`config.mk`:
```
export PLATFORM = sky130hd
export DESIGN_NAME = mem_arbiter_rr
export DESIGN_NICKNAME = d
export VERILOG_FILES = /design/src/rtl/mem_arbiter_rr_pkg.sv /design/src/rtl/mem_arbiter_rr_rr_picker.sv /design/src/rtl/mem_arbiter_rr.sv
export SDC_FILE = /design/constraint.sdc
export NUM_CORES = 1
export LEC_CHECK = 0
export ABC_AREA = 0
export ABC_CLOCK_PERIOD_IN_PS = 2300
export CORE_UTILIZATION = 38
export CTS_CLUSTER_SIZE = 25
export DETAILED_ROUTE_END_ITERATION = 16
export GPL_TIMING_DRIVEN = 0
export PLACE_DENSITY = 0.81
export SYNTH_ARGS = -nofsm -noshare
export SYNTH_HDL_FRONTEND = slang
export SYNTH_SLANG_ARGS = --single-unit
```
`constraint.sdc`:
```
create_clock -name CLK -period 2.3 [get_ports CLK]
set_input_delay 0.345 -clock CLK [delete_from_list [all_inputs] [get_ports CLK]]
set_output_delay 0.345 -clock CLK [all_outputs]
set_load 0.01 [all_outputs]
```
`src/rtl/mem_arbiter_rr_pkg.sv`:
```
// rtl/mem_arbiter_rr_pkg.sv - shared sizing helpers and parameter range checks for mem_arbiter_rr
package mem_arbiter_rr_pkg;

    localparam int NCORES_MIN = 2;
    localparam int NCORES_MAX = 16;
    localparam int RD_LAT_MIN = 1;
    localparam int RD_LAT_MAX = 4;

    function automatic int clog2(input int n);
        int r;
        r = 0;
        for (int v = n - 1; v > 0; v = v >> 1) begin
            r = r + 1;
        end
        return r;
    endfunction

    // Read tag record: {valid, requester index}
    function automatic int tag_w(input int ncores);
        return 1 + clog2(ncores);
    endfunction

    function automatic bit ncores_ok(input int n);
        return (n >= NCORES_MIN) && (n <= NCORES_MAX);
    endfunction

    function automatic bit rd_lat_ok(input int n);
        return (n >= RD_LAT_MIN) && (n <= RD_LAT_MAX);
    endfunction

endpackage

```
`src/rtl/mem_arbiter_rr_rr_picker.sv`:
```
// rtl/mem_arbiter_rr_rr_picker.sv - combinational round-robin pick starting at ptr
module rr_picker #(
    parameter int N  = 4,
    parameter int IW = 2
) (
    input  logic [N-1:0]  req_i,
    input  logic [IW-1:0] ptr_i,
    output logic [IW-1:0] win_o,
    output logic          any_o
);

    logic [N-1:0] rot;

    // Rotate so ptr sits at bit 0, take the lowest set bit, then map back.
    always_comb begin
        rot   = '0;
        win_o = '0;
        for (int k = 0; k < N; k++) begin
            rot[k] = req_i[(k + int'(ptr_i)) % N];
        end
        for (int k = N - 1; k >= 0; k--) begin
            if (rot[k]) begin
                win_o = IW'((k + int'(ptr_i)) % N);
            end
        end
        any_o = |req_i;
    end

endmodule

```
`src/rtl/mem_arbiter_rr.sv`:
```
// rtl/mem_arbiter_rr.sv - round-robin arbiter sharing one single-port RAM among NCORES requesters
module mem_arbiter_rr
    import mem_arbiter_rr_pkg::*;
#(
    parameter int NCORES   = 4,
    parameter int AW       = 8,
    parameter int DW       = 8,
    parameter int RD_LAT   = 1,
    parameter int LOCK_MAX = 4
) (
    input  logic                 CLK,
    input  logic                 rst_n,
    input  logic [NCORES-1:0]    rden,
    input  logic [NCORES-1:0]    wren,
    input  logic [NCORES-1:0]    lock,
    input  logic [NCORES*AW-1:0] Address,
    input  logic [NCORES*DW-1:0] Din,
    input  logic [DW-1:0]        RAMq,
    output logic [NCORES-1:0]    acq,
    output logic [NCORES*DW-1:0] Dq,
    output logic [NCORES-1:0]    dvalid,
    output logic [AW-1:0]        RAMAddress,
    output logic [DW-1:0]        RAMDin,
    output logic                 RAMwren,
    output logic                 RAMrden,
    output logic [NCORES-1:0]    conflict
);

    localparam int IW = clog2(NCORES);
    localparam int TW = tag_w(NCORES);
    localparam int CW = clog2(LOCK_MAX) + 1;

    if (!ncores_ok(NCORES)) begin : g_bad_ncores
        $error("mem_arbiter_rr: NCORES out of range");
    end
    if (!rd_lat_ok(RD_LAT)) begin : g_bad_rd_lat
        $error("mem_arbiter_rr: RD_LAT out of range");
    end

    logic [NCORES-1:0] req;
    logic [IW-1:0]     rr_win;
    logic              any_req;
    logic              lock_hold;
    logic              same_owner;
    logic [IW-1:0]     win;
    logic [NCORES-1:0] win_onehot;
    logic [IW-1:0]     ptr_d;
    logic [CW-1:0]     lockcnt_d;

    logic [NCORES-1:0] acq_q;
    logic [IW-1:0]     ptr_q;
    logic [IW-1:0]     owner_q;
    logic [CW-1:0]     lockcnt_q;
    logic [AW-1:0]     ramaddr_q;
    logic [DW-1:0]     ramdin_q;
    logic              ramwren_q;
    logic              ramrden_q;
    logic [NCORES-1:0] conflict_q;
    logic [TW-1:0]     tag_q [RD_LAT];
    logic [DW-1:0]     hold_q [NCORES];

    assign req = rden | wren;

    rr_picker #(
        .N  (NCORES),
        .IW (IW)
    ) u_picker (
        .req_i (req),
        .ptr_i (ptr_q),
        .win_o (rr_win),
        .any_o (any_req)
    );

    always_comb begin
        lock_hold  = acq_q[owner_q] & req[owner_q] & lock[owner_q]
                   & (lockcnt_q < CW'(LOCK_MAX - 1));
        win        = lock_hold ? owner_q : rr_win;
        same_owner = (|acq_q) && (win == owner_q);
        win_onehot = '0;
        win_onehot[win] = 1'b1;
        ptr_d      = (win == IW'(NCORES - 1)) ? '0 : win + 1'b1;
        // An expired lock restarts the count even when the owner wins again.
        lockcnt_d  = (same_owner && (lockcnt_q < CW'(LOCK_MAX - 1))) ? lockcnt_q + 1'b1 : '0;
    end

    always_ff @(posedge CLK or negedge rst_n) begin
        if (!rst_n) begin
            acq_q      <= '0;
            ptr_q      <= '0;
            owner_q    <= '0;
            lockcnt_q  <= '0;
            ramaddr_q  <= '0;
            ramdin_q   <= '0;
            ramwren_q  <= 1'b0;
            ramrden_q  <= 1'b0;
            conflict_q <= '0;
        end else if (any_req) begin
            acq_q     <= win_onehot;
            ptr_q     <= ptr_d;
            owner_q   <= win;
            lockcnt_q <= lockcnt_d;
            ramaddr_q <= Address[int'(win)*AW +: AW];
            ramdin_q  <= Din[int'(win)*DW +: DW];
            ramwren_q <= wren[win];
            ramrden_q <= rden[win] & ~wren[win];
            if (rden[win] & wren[win]) begin
                conflict_q[win] <= 1'b1;
            end
        end else begin
            acq_q     <= '0;
            lockcnt_q <= '0;
            ramwren_q <= 1'b0;
            ramrden_q <= 1'b0;
        end
    end

    // owner_q names the requester whose read is on the RAM bus this cycle.
    always_ff @(posedge CLK or negedge rst_n) begin
        if (!rst_n) begin
            for (int s = 0; s < RD_LAT; s++) begin
                tag_q[s] <= '0;
            end
            for (int i = 0; i < NCORES; i++) begin
                hold_q[i] <= '0;
            end
        end else begin
            tag_q[0] <= {ramrden_q, owner_q};
            for (int s = 1; s < RD_LAT; s++) begin
                tag_q[s] <= tag_q[s-1];
            end
            for (int i = 0; i < NCORES; i++) begin
                if (dvalid[i]) begin
                    hold_q[i] <= RAMq;
                end
            end
        end
    end

    always_comb begin
        dvalid = '0;
        if (tag_q[RD_LAT-1][TW-1]) begin
            dvalid[tag_q[RD_LAT-1][IW-1:0]] = 1'b1;
        end
    end

    for (genvar i = 0; i < NCORES; i++) begin : g_dq
        assign Dq[i*DW +: DW] = dvalid[i] ? RAMq : hold_q[i];
    end

    assign acq        = acq_q;
    assign RAMAddress = ramaddr_q;
    assign RAMDin     = ramdin_q;
    assign RAMwren    = ramwren_q;
    assign RAMrden    = ramrden_q;
    assign conflict   = conflict_q;

endmodule

```
==> results.md <==
* Status: complete, no violations
* Main synth FF type: dfrtp_1
* Crit-path slowest cell: clkdlybuf4s50_1
* Post-synth EDFFs at 0
* Wire per inst at 16.4 um
* CORE AREA at roughly 0.0084 mm^2
* Hold Violations, Final at 0
* Register area at between 0.0015 and 0.002 mm^2
* Clock transition at the registers of the reported paths at roughly 80 ps
* Initial Util at approximately two fifths
* Via/cell ratio at 5.16
* Slew margin rel. at a little over two fifths
* Critical Path Sink Type: register
* Fmax at 444 MHz
* Crit-path most repeated cell: nand2_1
* Dpl hpwl at 6990 um
* Max incr delay on CP at 480 ps
* Final layout net count at 567
* # rows at 33
* PD cells at 1340 mW/mm^2
* Vias at 3026
* Yosys top cell by area: dfrtp_1
* Post-synth top cells: nand2_1, dfrtp_1, mux2i_1
* TritonCTS Sinks at 68
* #FFs+latches synth at 68
* Worst hold slack at 115 ps
* GRT Total Usage at between 20% and 30%
* # port buffers at ~150
* H-tree depth at 3
* Diode count at 0
* Post-synth ARST share at 100%
* Final worst slack at 48.8 ps
* CTS tree: built
* Ratio of cells with drive above 1 in the final layout at 15.8%
* GR Overflow Total at 0
* Pins over their slew limit at 0
* Synth unique cells at 47
* Final core occ at 63.8%
* Fill cells at 670
* Fin crit share at 97.9%
* Post-CTS Hold Buffers at 0
* Clk Latency, worst-skew pair at roughly 340 ps
* Sequential area share after synthesis at 50.5%
* Critical path's top delay family: buffers and inverters
* Worst Tran Pin Value at 860 ps
* Worst slack at placement at -663 ps
* CP required at 2550 ps
* YS warnings at 0
* Die height at around 96 um
* Final Skew at 11.8 ps
* Startpoint types: input pin
* Syn_nets at 399
* Top-count cell post-synth: nand2_1
* Crit Path Max Fanout at 11
* Detail Route Antenna Nets at 0
* RSZ-0062 raised after global routing: yes
* Syn Std Cell Area at 0.00337 mm^2
* Vias in the first global route at 3063
* WP buf/inv at 3
* Area occupied by multi-input gates at between 0.0015 and 0.002 mm^2
* Max cap viols at 0
* Peak VDD IR at 0.613 mV
* Crit-path cells: clkdlybuf4s50_1, nand2_1, o31a_1, o2bb2ai_2, mux2_4, inv_6, buf_8, ha_2, nand2_1, o221ai_1
* First-pass GRT wire length at 15000 um
* Clock Path Buffers at 2
* Post-Syn Area per Cell at 10.9 um^2
* Mapped Cells at roughly 310
* Pin count of the biggest net entering global routing at 69
* Hold Crit Class: input pin to async pin
* WL final at approximately 9600 um
* Area growth syn-to-layout at 58.7%
* Die area at 0.00924 mm^2
* Tmin final at 2250 ps
* DRC viols at 0
* # setup viols final at 0
* GPL Wtd Cong at 0.847
* Lkg Pwr at 2.36 nW
* Yosys top cell area share at 50.5%
* Initial antenna violation count at 0
* Total CTS buffers at 9
* Initial DRT Pass Iterations at 4
* Worst EP arrival at 2500 ps
* # IOs at between 100 and 150
* Top post-synthesis cells by area: dfrtp_1, mux2i_1, nand2_1
* Die width at 96.1 um
* Setup CP Type: input pin to register
* Initial DRC count at 75
* Root Buffer: clkbuf_8
logic make-up after synthesis:
kind of cell,after synthesis,synth area share [%]
multiplexers,56,17.5
flip-flops,68,50.5
AO/OA/AOI/OAI,40,10.9
adder cells (fa/ha/maj),5,1.86
buffers and inverters,20,3.86
AND/OR/NAND/NOR,119,15.3
registers in the layout (all words and copies together), names as in the netlist:
register and flops:
RAMrden 1, RAMDin 8, RAMAddress 8, lockcnt_q 3, hold_q 32, owner_q 2, conflict 4, ptr_q 2
acq 4, tag_q 3, RAMwren 1
layout make-up:
cell class	instances	area share (%)
repair buffers	157	28.8
flip-flops and latches	68	31.8
plain buffers	11	2.11
clock inverters	7	1.85
clock buffers	9	2.32
well taps	105	2.46
multi-input cells	220	29.9
inverters	9	0.796
final timing paths:
path	from	to	slack, ps	cells after the start
min	rst_n	RAMwren	110	1
max in group asynchronous	rst_n	RAMDin[0]	1620	1
min in group CLK	owner_q[0]	tag_q[0]	400	0
min reg2reg	owner_q[0]	tag_q[0]	400	0
max	lock[2]	conflict[2]	50	10
max reg2reg	owner_q[0]	conflict[2]	90	9
layer usage:
layer	up-vias	track usage [%]	share of wire (%)
met5	-	0	0
met4	0	5.72	0.78
met3	10	7.27	7.7
met2	131	37.4	50
met1	1458	25.9	41
li1	1427	-	-
cell usage in the layout (no fill, tap or decap), types with 3 or more instances in the layout:
cell and n:
dfrtp_1 68, clkdlybuf4s50_1 128, buf_4 13, and2_1 6
nor3_1 4, mux2i_1 36, nand2_1 85, ha_1 3
nor2_1 5, inv_1 6, mux2_2 19, clkbuf_8 9
nand2b_1 3, o221ai_1 19, dlygate4sd2_1 14, dlymetal6s2s_1 4
repair_timing:
item	4_1_cts	5_1_grt
cloned	0	0
endpoints found under the setup margin	59	37
endpoints found under the hold margin	0	0
gates resized for setup	25	19
setup buffers	9	1
pin swaps	1	4
worst register-to-register path, cell delays in order, from the launching register on:
cell and delay, ps:
dfrtp_1 380, buf_4 180, o31a_1 280, o2bb2ai_2 200, mux2_4 360, inv_6 100
buf_8 150, ha_2 200, nand2_1 60, o221ai_1 190
power by group:
part | internal, W | total, W | switching, W
Clock | 0.000616 | 0.00110 | 0.000488
Sequential | 0.00175 | 0.00201 | 0.000265
Combinational | 0.00215 | 0.00405 | 0.00189
through the flow:
| step | TNS (ps) | area, um^2 | instances | power [W] |
|---|---|---|---|---|
| floorplan | 0 | 3370 | 308 | 0.00412 |
| global placement | -103060 | 4970 | 560 | 0.00577 |
| detailed placement | -13230 | 4970 | 560 | 0.00589 |
| CTS | 0 | 5280 | 585 | 0.00715 |
| global route | -123 | 5340 | 586 | 0.00765 |
| finish | 0 | 5340 | 586 | 0.00717 |
No activity file was read; power rests on OpenSTA's default activity.
